### src/rtl/addru_pipe_redundant_pkg.sv
// Shared types and helpers for the redundant pipelined adder: the per-stage
// result record, the redundancy modes and the bitwise majority voter.
package addru_pkg;

  // Upper bound on SEG_W; seg_res_t carries a zero-padded segment.
  localparam int SEG_MAX = 16;

  localparam int REPL_NONE = 1;
  localparam int REPL_DMR  = 2;
  localparam int REPL_TMR  = 3;

  typedef struct packed {
    logic               carry;
    logic [SEG_MAX-1:0] s;
  } seg_res_t;

  function automatic logic maj3(input logic x, input logic y, input logic z);
    return (x & y) | (x & z) | (y & z);
  endfunction

endpackage

### src/rtl/addru_pipe_redundant_if.sv
// Stream bus of the redundant adder: operand input, result output, fault
// injection and error bookkeeping.
interface addru_pipe_redundant_if #(
  parameter int WIDTH     = 8,
  parameter int ERR_CNT_W = 8
);
  // Handshake: a beat moves on a rising edge where valid && ready. The producer
  // holds valid and its data stable until that edge; ready may depend on the
  // consumer's state but never on valid of the same side.
  logic                 in_valid;
  logic                 in_ready;
  logic [WIDTH-1:0]     a;
  logic [WIDTH-1:0]     b;
  logic                 inj_en;
  logic [WIDTH-1:0]     inj_mask;
  logic                 out_valid;
  logic                 out_ready;
  logic [WIDTH:0]       sum;
  logic                 out_err;
  logic                 out_fixed;
  logic                 err_sticky;
  logic [ERR_CNT_W-1:0] err_count;
  logic                 err_clr;

  modport master (
    output in_valid, a, b, inj_en, inj_mask, out_ready, err_clr,
    input  in_ready, out_valid, sum, out_err, out_fixed, err_sticky, err_count
  );

  modport slave (
    input  in_valid, a, b, inj_en, inj_mask, out_ready, err_clr,
    output in_ready, out_valid, sum, out_err, out_fixed, err_sticky, err_count
  );
endinterface

### src/rtl/addru_pipe_redundant_seg.sv
// One pipeline stage's replicated segment adders and the voter/comparator.
// Replica 0 takes the fault-injection mask; REPL is 1, 2 or 3.
module addru_seg_vote
  import addru_pkg::*;
#(
  parameter int SEG_W = 2,
  parameter int REPL  = 3
) (
  input  logic [SEG_W-1:0] a,
  input  logic [SEG_W-1:0] b,
  input  logic [SEG_W-1:0] mask,
  input  logic             cin,
  output seg_res_t         res,
  output logic             err
);

  logic [SEG_W:0] rep [REPL];
  logic [SEG_W:0] voted;

  always_comb begin
    for (int r = 0; r < REPL; r++) begin
      rep[r] = {1'b0, a} + {1'b0, b} + {{SEG_W{1'b0}}, cin};
    end
    rep[0] = rep[0] ^ {1'b0, mask};
  end

  if (REPL == REPL_TMR) begin : g_tmr
    always_comb begin
      voted = '0;
      for (int i = 0; i <= SEG_W; i++) begin
        voted[i] = maj3(rep[0][i], rep[1][i], rep[2][i]);
      end
    end
    assign err = (rep[0] != rep[1]) || (rep[1] != rep[2]);
  end else if (REPL == REPL_DMR) begin : g_dmr
    // Replica 1 never sees the injection mask, so it is the one forwarded.
    assign voted = rep[1];
    assign err   = (rep[0] != rep[1]);
  end else begin : g_plain
    assign voted = rep[0];
    assign err   = 1'b0;
  end

  always_comb begin
    res       = '0;
    res.carry = voted[SEG_W];
    res.s     = SEG_MAX'(voted[SEG_W-1:0]);
  end

endmodule

### src/rtl/addru_pipe_redundant.sv
// Pipelined unsigned adder, SEG_W bits per stage, with replicated segments,
// per-result error tracking, a sticky error flag and a saturating error counter.
module addru_pipe_redundant
  import addru_pkg::*;
#(
  parameter int WIDTH     = 8,
  parameter int SEG_W     = 2,
  parameter int REPL      = 3,
  parameter int ERR_CNT_W = 8
) (
  input logic                   clk,
  input logic                   rst,
  addru_pipe_redundant_if.slave bus
);

  localparam int STAGES = WIDTH / SEG_W;

  logic adv;
  assign adv          = !bus.out_valid || bus.out_ready;
  assign bus.in_ready = adv;

  logic [WIDTH-1:0] a_r [STAGES], b_r [STAGES], m_r [STAGES], s_r [STAGES];
  logic             v_r [STAGES], c_r [STAGES], e_r [STAGES];

  logic [WIDTH-1:0] a_in [STAGES], b_in [STAGES], m_in [STAGES], s_in [STAGES];
  logic [WIDTH-1:0] s_nxt [STAGES];
  logic             v_in [STAGES], c_in [STAGES], e_in [STAGES];
  seg_res_t         res [STAGES];
  logic             seg_err [STAGES];

  // Stage 0 reads the bus directly; later stages read the previous register.
  always_comb begin
    a_in[0] = bus.a;
    b_in[0] = bus.b;
    m_in[0] = bus.inj_en ? bus.inj_mask : '0;
    s_in[0] = '0;
    c_in[0] = 1'b0;
    e_in[0] = 1'b0;
    v_in[0] = bus.in_valid;
    for (int k = 1; k < STAGES; k++) begin
      a_in[k] = a_r[k-1];
      b_in[k] = b_r[k-1];
      m_in[k] = m_r[k-1];
      s_in[k] = s_r[k-1];
      c_in[k] = c_r[k-1];
      e_in[k] = e_r[k-1];
      v_in[k] = v_r[k-1];
    end
  end

  for (genvar k = 0; k < STAGES; k++) begin : g_seg
    addru_seg_vote #(
      .SEG_W (SEG_W),
      .REPL  (REPL)
    ) u_seg (
      .a    (a_in[k][k*SEG_W +: SEG_W]),
      .b    (b_in[k][k*SEG_W +: SEG_W]),
      .mask (m_in[k][k*SEG_W +: SEG_W]),
      .cin  (c_in[k]),
      .res  (res[k]),
      .err  (seg_err[k])
    );
  end

  // Sum bits above the current segment are still zero, so OR merges it in.
  always_comb begin
    for (int k = 0; k < STAGES; k++) begin
      s_nxt[k] = s_in[k] | (WIDTH'(res[k].s) << (k * SEG_W));
    end
  end

  always_ff @(posedge clk) begin
    if (rst) begin
      for (int k = 0; k < STAGES; k++) begin
        v_r[k] <= 1'b0;
        a_r[k] <= '0;
        b_r[k] <= '0;
        m_r[k] <= '0;
        s_r[k] <= '0;
        c_r[k] <= 1'b0;
        e_r[k] <= 1'b0;
      end
    end else if (adv) begin
      for (int k = 0; k < STAGES; k++) begin
        v_r[k] <= v_in[k];
        a_r[k] <= a_in[k];
        b_r[k] <= b_in[k];
        m_r[k] <= m_in[k];
        s_r[k] <= s_nxt[k];
        c_r[k] <= res[k].carry;
        e_r[k] <= v_in[k] & (e_in[k] | seg_err[k]);
      end
    end
  end

  assign bus.out_valid = v_r[STAGES-1];
  assign bus.sum       = {c_r[STAGES-1], s_r[STAGES-1]};
  assign bus.out_err   = e_r[STAGES-1];
  assign bus.out_fixed = e_r[STAGES-1] && (REPL == REPL_TMR);

  logic                 xfer_err;
  logic                 sticky_r;
  logic [ERR_CNT_W-1:0] count_r;

  assign xfer_err = bus.out_valid && bus.out_ready && bus.out_err;

  always_ff @(posedge clk) begin
    if (rst || bus.err_clr) begin
      sticky_r <= 1'b0;
      count_r  <= '0;
    end else if (xfer_err) begin
      sticky_r <= 1'b1;
      if (count_r != '1) count_r <= count_r + 1'b1;
    end
  end

  assign bus.err_sticky = sticky_r;
  assign bus.err_count  = count_r;

endmodule

### src/flat_wrapper.sv
// flat-port wrapper written by rule: the top's interface ports become plain ports
module addru_pipe_redundant_flat import addru_pkg::*;
#(
  parameter int WIDTH     = 8,
  parameter int SEG_W     = 2,
  parameter int REPL      = 3,
  parameter int ERR_CNT_W = 8
)
  (clk, rst, bus_in_valid, bus_a, bus_b, bus_inj_en, bus_inj_mask, bus_out_ready, bus_err_clr, bus_in_ready, bus_out_valid, bus_sum, bus_out_err, bus_out_fixed, bus_err_sticky, bus_err_count);
  addru_pipe_redundant_if #(.WIDTH(WIDTH), .ERR_CNT_W(ERR_CNT_W)) bus_i ();
  input logic clk;
  input logic rst;
  input wire logic [$bits(bus_i.in_valid)-1:0] bus_in_valid;
  input wire logic [$bits(bus_i.a)-1:0] bus_a;
  input wire logic [$bits(bus_i.b)-1:0] bus_b;
  input wire logic [$bits(bus_i.inj_en)-1:0] bus_inj_en;
  input wire logic [$bits(bus_i.inj_mask)-1:0] bus_inj_mask;
  input wire logic [$bits(bus_i.out_ready)-1:0] bus_out_ready;
  input wire logic [$bits(bus_i.err_clr)-1:0] bus_err_clr;
  output wire logic [$bits(bus_i.in_ready)-1:0] bus_in_ready;
  output wire logic [$bits(bus_i.out_valid)-1:0] bus_out_valid;
  output wire logic [$bits(bus_i.sum)-1:0] bus_sum;
  output wire logic [$bits(bus_i.out_err)-1:0] bus_out_err;
  output wire logic [$bits(bus_i.out_fixed)-1:0] bus_out_fixed;
  output wire logic [$bits(bus_i.err_sticky)-1:0] bus_err_sticky;
  output wire logic [$bits(bus_i.err_count)-1:0] bus_err_count;
  assign bus_i.in_valid = bus_in_valid;
  assign bus_i.a = bus_a;
  assign bus_i.b = bus_b;
  assign bus_i.inj_en = bus_inj_en;
  assign bus_i.inj_mask = bus_inj_mask;
  assign bus_i.out_ready = bus_out_ready;
  assign bus_i.err_clr = bus_err_clr;
  assign bus_in_ready = bus_i.in_ready;
  assign bus_out_valid = bus_i.out_valid;
  assign bus_sum = bus_i.sum;
  assign bus_out_err = bus_i.out_err;
  assign bus_out_fixed = bus_i.out_fixed;
  assign bus_err_sticky = bus_i.err_sticky;
  assign bus_err_count = bus_i.err_count;
  addru_pipe_redundant #(.WIDTH(WIDTH), .SEG_W(SEG_W), .REPL(REPL), .ERR_CNT_W(ERR_CNT_W)) u_core (.clk(clk), .rst(rst), .bus(bus_i));
endmodule
### config.mk
export PLATFORM = sky130hd
export DESIGN_NAME = addru_pipe_redundant_flat
export DESIGN_NICKNAME = d
export VERILOG_FILES = /design/src/rtl/addru_pipe_redundant_pkg.sv /design/src/rtl/addru_pipe_redundant_if.sv /design/src/rtl/addru_pipe_redundant_seg.sv /design/src/rtl/addru_pipe_redundant.sv /design/src/flat_wrapper.sv
export SDC_FILE = /design/constraint.sdc
export NUM_CORES = 1
export LEC_CHECK = 0
export CORE_ASPECT_RATIO = 1.5
export CORE_MARGIN = 4
export CORE_UTILIZATION = 55
export CTS_CLUSTER_SIZE = 30
export DETAILED_ROUTE_END_ITERATION = 10
export PLACE_DENSITY = 0.78
export SETUP_SLACK_MARGIN = 0.4
export SYNTH_ARGS = -nofsm -noshare
export SYNTH_HDL_FRONTEND = slang
export SYNTH_HIERARCHICAL = 1
export SYNTH_SLANG_ARGS = --single-unit
### constraint.sdc
create_clock -name clk -period 5.3 [get_ports clk]
set_input_delay 1.06 -clock clk [delete_from_list [all_inputs] [get_ports clk]]
set_output_delay 1.06 -clock clk [all_outputs]
set_load 0.1 [all_outputs]
==> metrics.md, run 1 <==
| Metric | Value |
|---|---|
| Met1 usage | `0.149` |
| Clk buf depth | `2` |
| Num CTS Buffers | `9` |
| Final period utilization | `0.743` |
| Initial Utilization | `0.571` |
| First-pass GRT wire length | `~8.8 mm` |
| GRT overflow | `0` |
| Via count of the routed design | `roughly 2000` |
| Fmax | `between 0.2 and 0.3 GHz` |
| CTS tree | `yes` |
| Status | `finished, final reports clean` |
| Synthesized instance count | `about 280` |
| Critical Path Most Common Cell | `clkdlybuf4s50_1` |
| Synthesized area | `3940 um2` |
| CTS Sinks | `between 80 and 90` |
| Die Width | `77.1 um` |
| Routing usage on met2 | `0.224` |
| Crit-path max FO | `4` |
| Vias in the first global route | `between 1500 and 2000` |
| Slowest CP cell | `clkdlybuf4s50_1` |
| Share of layout cells above drive strength 1 | `0.0818` |
| Syn. warnings | `6` |
| CP Cell Sequence | `clkdlybuf4s50_1 > nand2b_4 > clkdlybuf4s50_1` |
| Initial antenna violation count | `0` |
| CP max stage delay | `1.13 ns` |
| Drc violations | `0` |
| Final setup fails | `0` |
| CTS H-tree depth | `3` |
| Num rows | `37` |
| Antenna Nets Post-Route | `0` |
| Area Growth Syn to Fin | `18.3%` |
| Drt first pass iters | `4` |
| Final Hold Vio Count | `0` |
| Grt peak-use layer | `met2` |
| I/O pin cnt | `52` |
| Final nets | `roughly 360` |
| Hold_buf cts | `0` |
| PD cells | `~330 nW/um2` |
| PortBufs | `51` |
| Post_cts resized | `0` |
| Max-Cap Viols | `0` |
| Routed len/inst | `13.1 um` |
| Vias per cell | `about 5` |
| Clock latency on the worst-skew pair | `about 0.35 ns` |
| Worst hold path type | `flop to flop` |
| Number of antenna diodes | `0` |
| Setup TNS | `0 ns` |
| Iter 0 DRT Violations | `approximately 140` |
| Static leakage | `between 0.0015 and 0.002 uW` |
| CP arrival | `roughly 2.9 ns` |
| Drt total wl | `5.33 mm` |
| Die area | `approximately 8600 um2` |
| Die height | `between 100 and 150 um` |
| Post-CTS setup buffer count | `0` |
| Core area | `between 6000 and 7000 um2` |
| Crit path kind | `input pin to output pin` |
| Clk_skew | `between 0.008 and 0.009 ns` |
| Worst-Margin Slew | `between 1 and 1.5 ns` |
| Total GRT Usage | `0.131` |
| Worst vdd ir | `0.000221 V` |
| Final Max Tran Viols | `0` |
| RSZ-0062 raised after global routing | `no` |
| Min Tclk post-route | `~3.9 ns` |
| Worst-path clk slew | `approximately 0.080 ns` |
| HPWL Detailed | `3.31 mm` |
| Critical path launch point type | `input pin` |
| Root Driver | `clkbuf_8` |
| Worst hold slack | `between 0.4 and 0.5 ns` |
| Crit end category | `output pin` |
| Mean Syn Cell Area | `14.0 um2` |
| GPL Wtd Cong | `between 0.7 and 0.8` |
| Pin count of the biggest net entering global routing | `81` |
| GR Util met3 | `0.0267` |
| Required @ worst endpoint | `roughly 4.2 ns` |
| Worst slew margin | `0.297` |
## metal layers
metal | share of wire | up-vias
met5 | 0 | -
met4 | 0.022 | 0
met3 | 0.048 | 10
met2 | 0.52 | 47
met1 | 0.41 | 959
li1 | - | 1024
## cells in the final DEF (no fill, tap or decap), drive strengths merged, types with 2 or more instances in the layout
cell type / n
fa: 8
nor2b: 2
a211oi: 2
and2: 61
o211a: 3
or3: 3
bufinv: 4
and4: 2
clkbuf: 9
nand2: 5
dfxtp: 9
o21a: 12
mux2i: 4
or2: 6
clkdlybuf4s50: 51
conb: 13
a21oi: 2
nand3: 3
nor2: 4
and3: 10
inv: 23
a31oi: 3
edfxtp: 80
## path summary, 6_finish.rpt
check,start,to,slack (ns),depth (start not counted)
min reg2reg,u_core/bus.err_sticky,u_core/bus.err_sticky,0.48,2
min,u_core/bus.err_sticky,u_core/bus.err_sticky,0.48,2
max,bus_out_ready,bus_in_ready,1.36,3
max reg2reg,u_core/v_r[3],u_core/b_r[0][3],3.46,2
## state kept, by name (all words and copies together), names as in the netlist, 4 cells and up
name and cells:
u_core/s_r 32, u_core/m_r 12, u_core/bus.err_count 8, u_core/c_r 4, u_core/b_r 12, u_core/a_r 12, u_core/v_r 4, u_core/e_r 4
## area by class of cell
class                      count  area, um2
clock buffer                   9        124
tap                           78       97.6
clock inverter                 7        141
sequential                    89       2580
fill                         497       2240
inverter                      22       82.6
timing repair buffer          52        518
multi-input combinational    151       1110
## power breakdown
group / total (uW) / internal [uW] / switching [uW]
Clock: 594 / 361 / 233
Combinational: 126 / 52.9 / 72.8
Sequential: 813 / 803 / 10.8
Total: 1530 / 1220 / 316
## metrics by stage
| step | util | cell area [um2] | instances | power [uW] | setup WS, ns |
|---|---|---|---|---|---|
| 2_1_floorplan | - | 3970 | 291 | 924 | 2.43 |
| 3_3_place_gp | 0.637 | 4390 | 392 | 950 | 1.39 |
| 3_5_place_dp | 0.637 | 4390 | 392 | 956 | 1.36 |
| 4_1_cts | 0.675 | 4660 | 408 | 1550 | 1.36 |
| 5_1_grt | 0.675 | 4660 | 408 | 1590 | 1.31 |
| 6_report | 0.675 | 4660 | 408 | 1530 | 1.36 |
## worst max-delay path: cells and delay by family
family | cells | cell delay [ns]
buffers and inverters | 2 | 1.66
and+or+nand+nor | 1 | 0.16
Power figures use the tool's default switching activity.
==> inputs of run 2 (changes only) <==
--- a/config.mk
+++ b/config.mk
@@ -7,10 +7,10 @@
 export LEC_CHECK = 0
 export CORE_ASPECT_RATIO = 1.5
 export CORE_MARGIN = 4
-export CORE_UTILIZATION = 55
+export CORE_UTILIZATION = 51
 export CTS_CLUSTER_SIZE = 30
 export DETAILED_ROUTE_END_ITERATION = 10
-export PLACE_DENSITY = 0.78
+export PLACE_DENSITY = 0.76
 export SETUP_SLACK_MARGIN = 0.4
 export SYNTH_ARGS = -nofsm -noshare
 export SYNTH_HDL_FRONTEND = slang
==> constraint.sdc (replaced) <==
create_clock -name clk -period 3.3 [get_ports clk]
set_input_delay 0.66 -clock clk [delete_from_list [all_inputs] [get_ports clk]]
set_output_delay 0.66 -clock clk [all_outputs]
set_load 0.1 [all_outputs]
==> metrics.md, run 2 (same netlist as run 1, synthesis figures left out) <==
| Metric | Value |
|---|---|
| Root Driver | `clkbuf_16` |
| HPWL Detailed | `3.53 mm (+6.7%)` |
| Drt first pass iters | `4 (unchanged)` |
| Max reg flops | `32 (unchanged)` |
| Worst-Margin Slew | `0.584 ns (-0.470 ns)` |
| Crit-path max FO | `4 (unchanged)` |
| Pin count of the biggest net entering global routing | `81 (unchanged)` |
| Status | `finished, final reports clean` |
| Post-CTS setup buffer count | `0 (unchanged)` |
| Fillers | `610 (+23%)` |
| Worst slew margin | `0.611 (+0.314)` |
| CP top delay family | `buffers and inverters` |
| Most common cell after layout, fill and taps aside | `edfxtp_1` |
| Hold wc startpoint | `u_core/bus.err_sticky` |
| Crit path depth | `3 (unchanged)` |
| Reg2reg start | `u_core/v_r[3]` |
| Crit path kind | `input pin to output pin` |
| NetSw | `506 uW (+60%)` |
| Cell depth of the worst min-delay path | `2 (unchanged)` |
| Iter 0 DRT Violations | `89 (-36%)` |
| Final Power | `2530 uW (+65%)` |
| Post-Layout Cell Count | `434 (+6.4%)` |
| Area Growth Syn to Fin | `19.4%` |
| Most flops, register | `u_core/s_r` |
| WP buf/inv | `2 (unchanged)` |
| Post_cts resized | `0 (unchanged)` |
| Final Max Tran Viols | `0 (unchanged)` |
| Num rows | `39 (+5.4%)` |
| Clock network fraction of total power | `0.405 (+0.018)` |
| Pint | `2030 uW (+67%)` |
| Static leakage | `0.00201 uW (+4.0%)` |
| Routed len/inst | `12.6 um (-3.9%)` |
| Num CTS Buffers | `9 (unchanged)` |
| Final nets | `367 (+0.82%)` |
| Drt total wl | `5.45 mm (+2.3%)` |
| Final Hold Vio Count | `0 (unchanged)` |
| Final setup fails | `0 (unchanged)` |
| Initial antenna violation count | `0 (unchanged)` |
| Cells on worst reg2reg path | `3 (+1)` |
| Post-route design area | `4700 um2 (+0.99%)` |
| Seq pwr share | `0.516 (-0.015)` |
| Fmax | `~0.44 GHz` |
| Slowest CP cell | `clkdlybuf4s50_1` |
| Setup TNS | `0 ns (unchanged)` |
| First-pass GRT wire length | `8.91 mm (+1.6%)` |
| CP max stage delay | `0.52 ns (-0.61 ns)` |
| Crit end category | `output pin` |
| Initial Utilization | `0.521 (-0.0502)` |
| Via count of the routed design | `2074 (+1.7%)` |
| Hold_buf cts | `0 (unchanged)` |
| CTS tree | `yes` |
| Clock latency on the worst-skew pair | `0.33 ns (-0.02 ns)` |
| Placed cell area | `4400 um2 (+0.23%)` |
| CP arrival | `1.64 ns (-1.24 ns)` |
| Vias in the first global route | `1979 (+2.5%)` |
| RSZ-0062 raised after global routing | `no` |
| GPL Wtd Cong | `0.806 (+5.7%)` |
| Worst-path clk slew | `0.06 ns (-0.02 ns)` |
| PD cells | `539 nW/um2 (+64%)` |
| CTS Sinks | `89 (unchanged)` |
| CP Cell Sequence | `clkdlybuf4s50_1 > nand2b_4 > buf_4` |
| GRT overflow | `0 (unchanged)` |
| Final period utilization | `0.696` |
| Total GRT Usage | `0.127 (-0.00490)` |
| Die height | `116 um (+3.6%)` |
| PortBufs | `51 (unchanged)` |
| Commonest non-fill, non-tap cells in the layout | `80 x edfxtp_1, 61 x and2_1, 29 x clkdlybuf4s50_1, 25 x buf_4, 22 x inv_1` |
| CTS H-tree depth | `3 (unchanged)` |
| Reg2reg setup slack | `1.59 ns (-1.87 ns)` |
| FF-to-FF End | `u_core/s_r[3][3]` |
| WHS Endpoint | `u_core/bus.err_sticky` |
| Worst vdd ir | `0.000313 V (+42%)` |
| Min Tclk post-route | `2.30 ns` |
| Max-Cap Viols | `0 (unchanged)` |
| Worst hold path type | `flop to flop` |
| I/O pin cnt | `52 (unchanged)` |
| Clk buf depth | `2 (unchanged)` |
| Share of layout cells above drive strength 1 | `0.145 (+0.0628)` |
| Required @ worst endpoint | `2.64 ns (-1.60 ns)` |
| Setup crit start | `bus_out_ready` |
| Comb power frac | `0.079 (-0.003)` |
| Die area | `9220 um2 (+7.1%)` |
| Critical path launch point type | `input pin` |
| Placed Instances | `419 (+6.9%)` |
| Clk_skew | `0.00412 ns (-0.00418 ns)` |
| Die Width | `79.7 um (+3.5%)` |
| Vias per cell | `4.78 (-4.4%)` |
| Drc violations | `0 (unchanged)` |
| Net switching fraction of the power | `0.200 (-0.00671)` |
| Antenna Nets Post-Route | `0 (unchanged)` |
| Core area | `7560 um2 (+9.6%)` |
| Number of antenna diodes | `0 (unchanged)` |
[run 2: cell count changes in the layout (fill, tap and decap cells not counted), sizes merged]
cell	change
clkdlybuf4s50	-22
inv	-1
clkbuf	+2
buf	+25
clkinv	+1
clkinvlp	-1
bufinv	-2
[run 2: metrics by stage]
| stage | setup WS (ns) | util | hold WS, ns |
|---|---|---|---|
| 3_3_place_gp | 0.861 | 0.582 | 0.458 |
| 5_1_grt | 0.973 | 0.622 | 0.485 |
| 4_1_cts | 1.01 | 0.622 | 0.472 |
| 6_report | 1.00 | 0.622 | 0.468 |
| 3_5_place_dp | 0.838 | 0.582 | 0.459 |
| 2_1_floorplan | 0.513 | - | 0.497 |
[run 2: routing by layer]
layer	share of wire	track usage	up-vias
met2	0.53	0.220	47
met5	0	0	-
met1	0.40	0.139	991
li1	-	-	1029
met3	0.049	0.0404	7
met4	0.020	0.0609	0
[run 2: layout make-up]
class                           count  area [um2]  share of cell area
Clock inverter                      4        68.8              0.0146
Multi-Input combinational cell    151        1110               0.236
Timing Repair Buffer               55         498               0.106
Sequential cell                    89        2580               0.549
Inverter                           22        82.6              0.0176
Clock buffer                       11         233              0.0495
Tap cell                          102         128              0.0271
[run 2: worst max path at each step]
stage | end | slack, ns
detailed placement | u_core/s_r[2][0] | 0.84
finish | bus_in_ready | 1.00
global placement | u_core/b_r[0][4] | 0.86
CTS | bus_in_ready | 1.01
floorplan | u_core/a_r[0][12] | 0.51
global route | bus_in_ready | 0.97
[run 2: worst reg2reg max path, stage by stage, from the launching register on]
cell and delay [ns]:
edfxtp_1 0.48, nand2b_4 0.13, or2_4 0.46, buf_4 0.34
[run 2: power groups by stage]
| stage | logic, uW | clock network (uW) | registers, uW |
|---|---|---|---|
| final | 200 | 1030 | 1310 |
| after CTS | 202 | 1050 | 1310 |
| after global placement | 196 | 0 | 1330 |
| after detailed placement | 201 | 0 | 1330 |
| after global routing | 219 | 1100 | 1310 |
| after floorplan | 99.0 | 0 | 1380 |
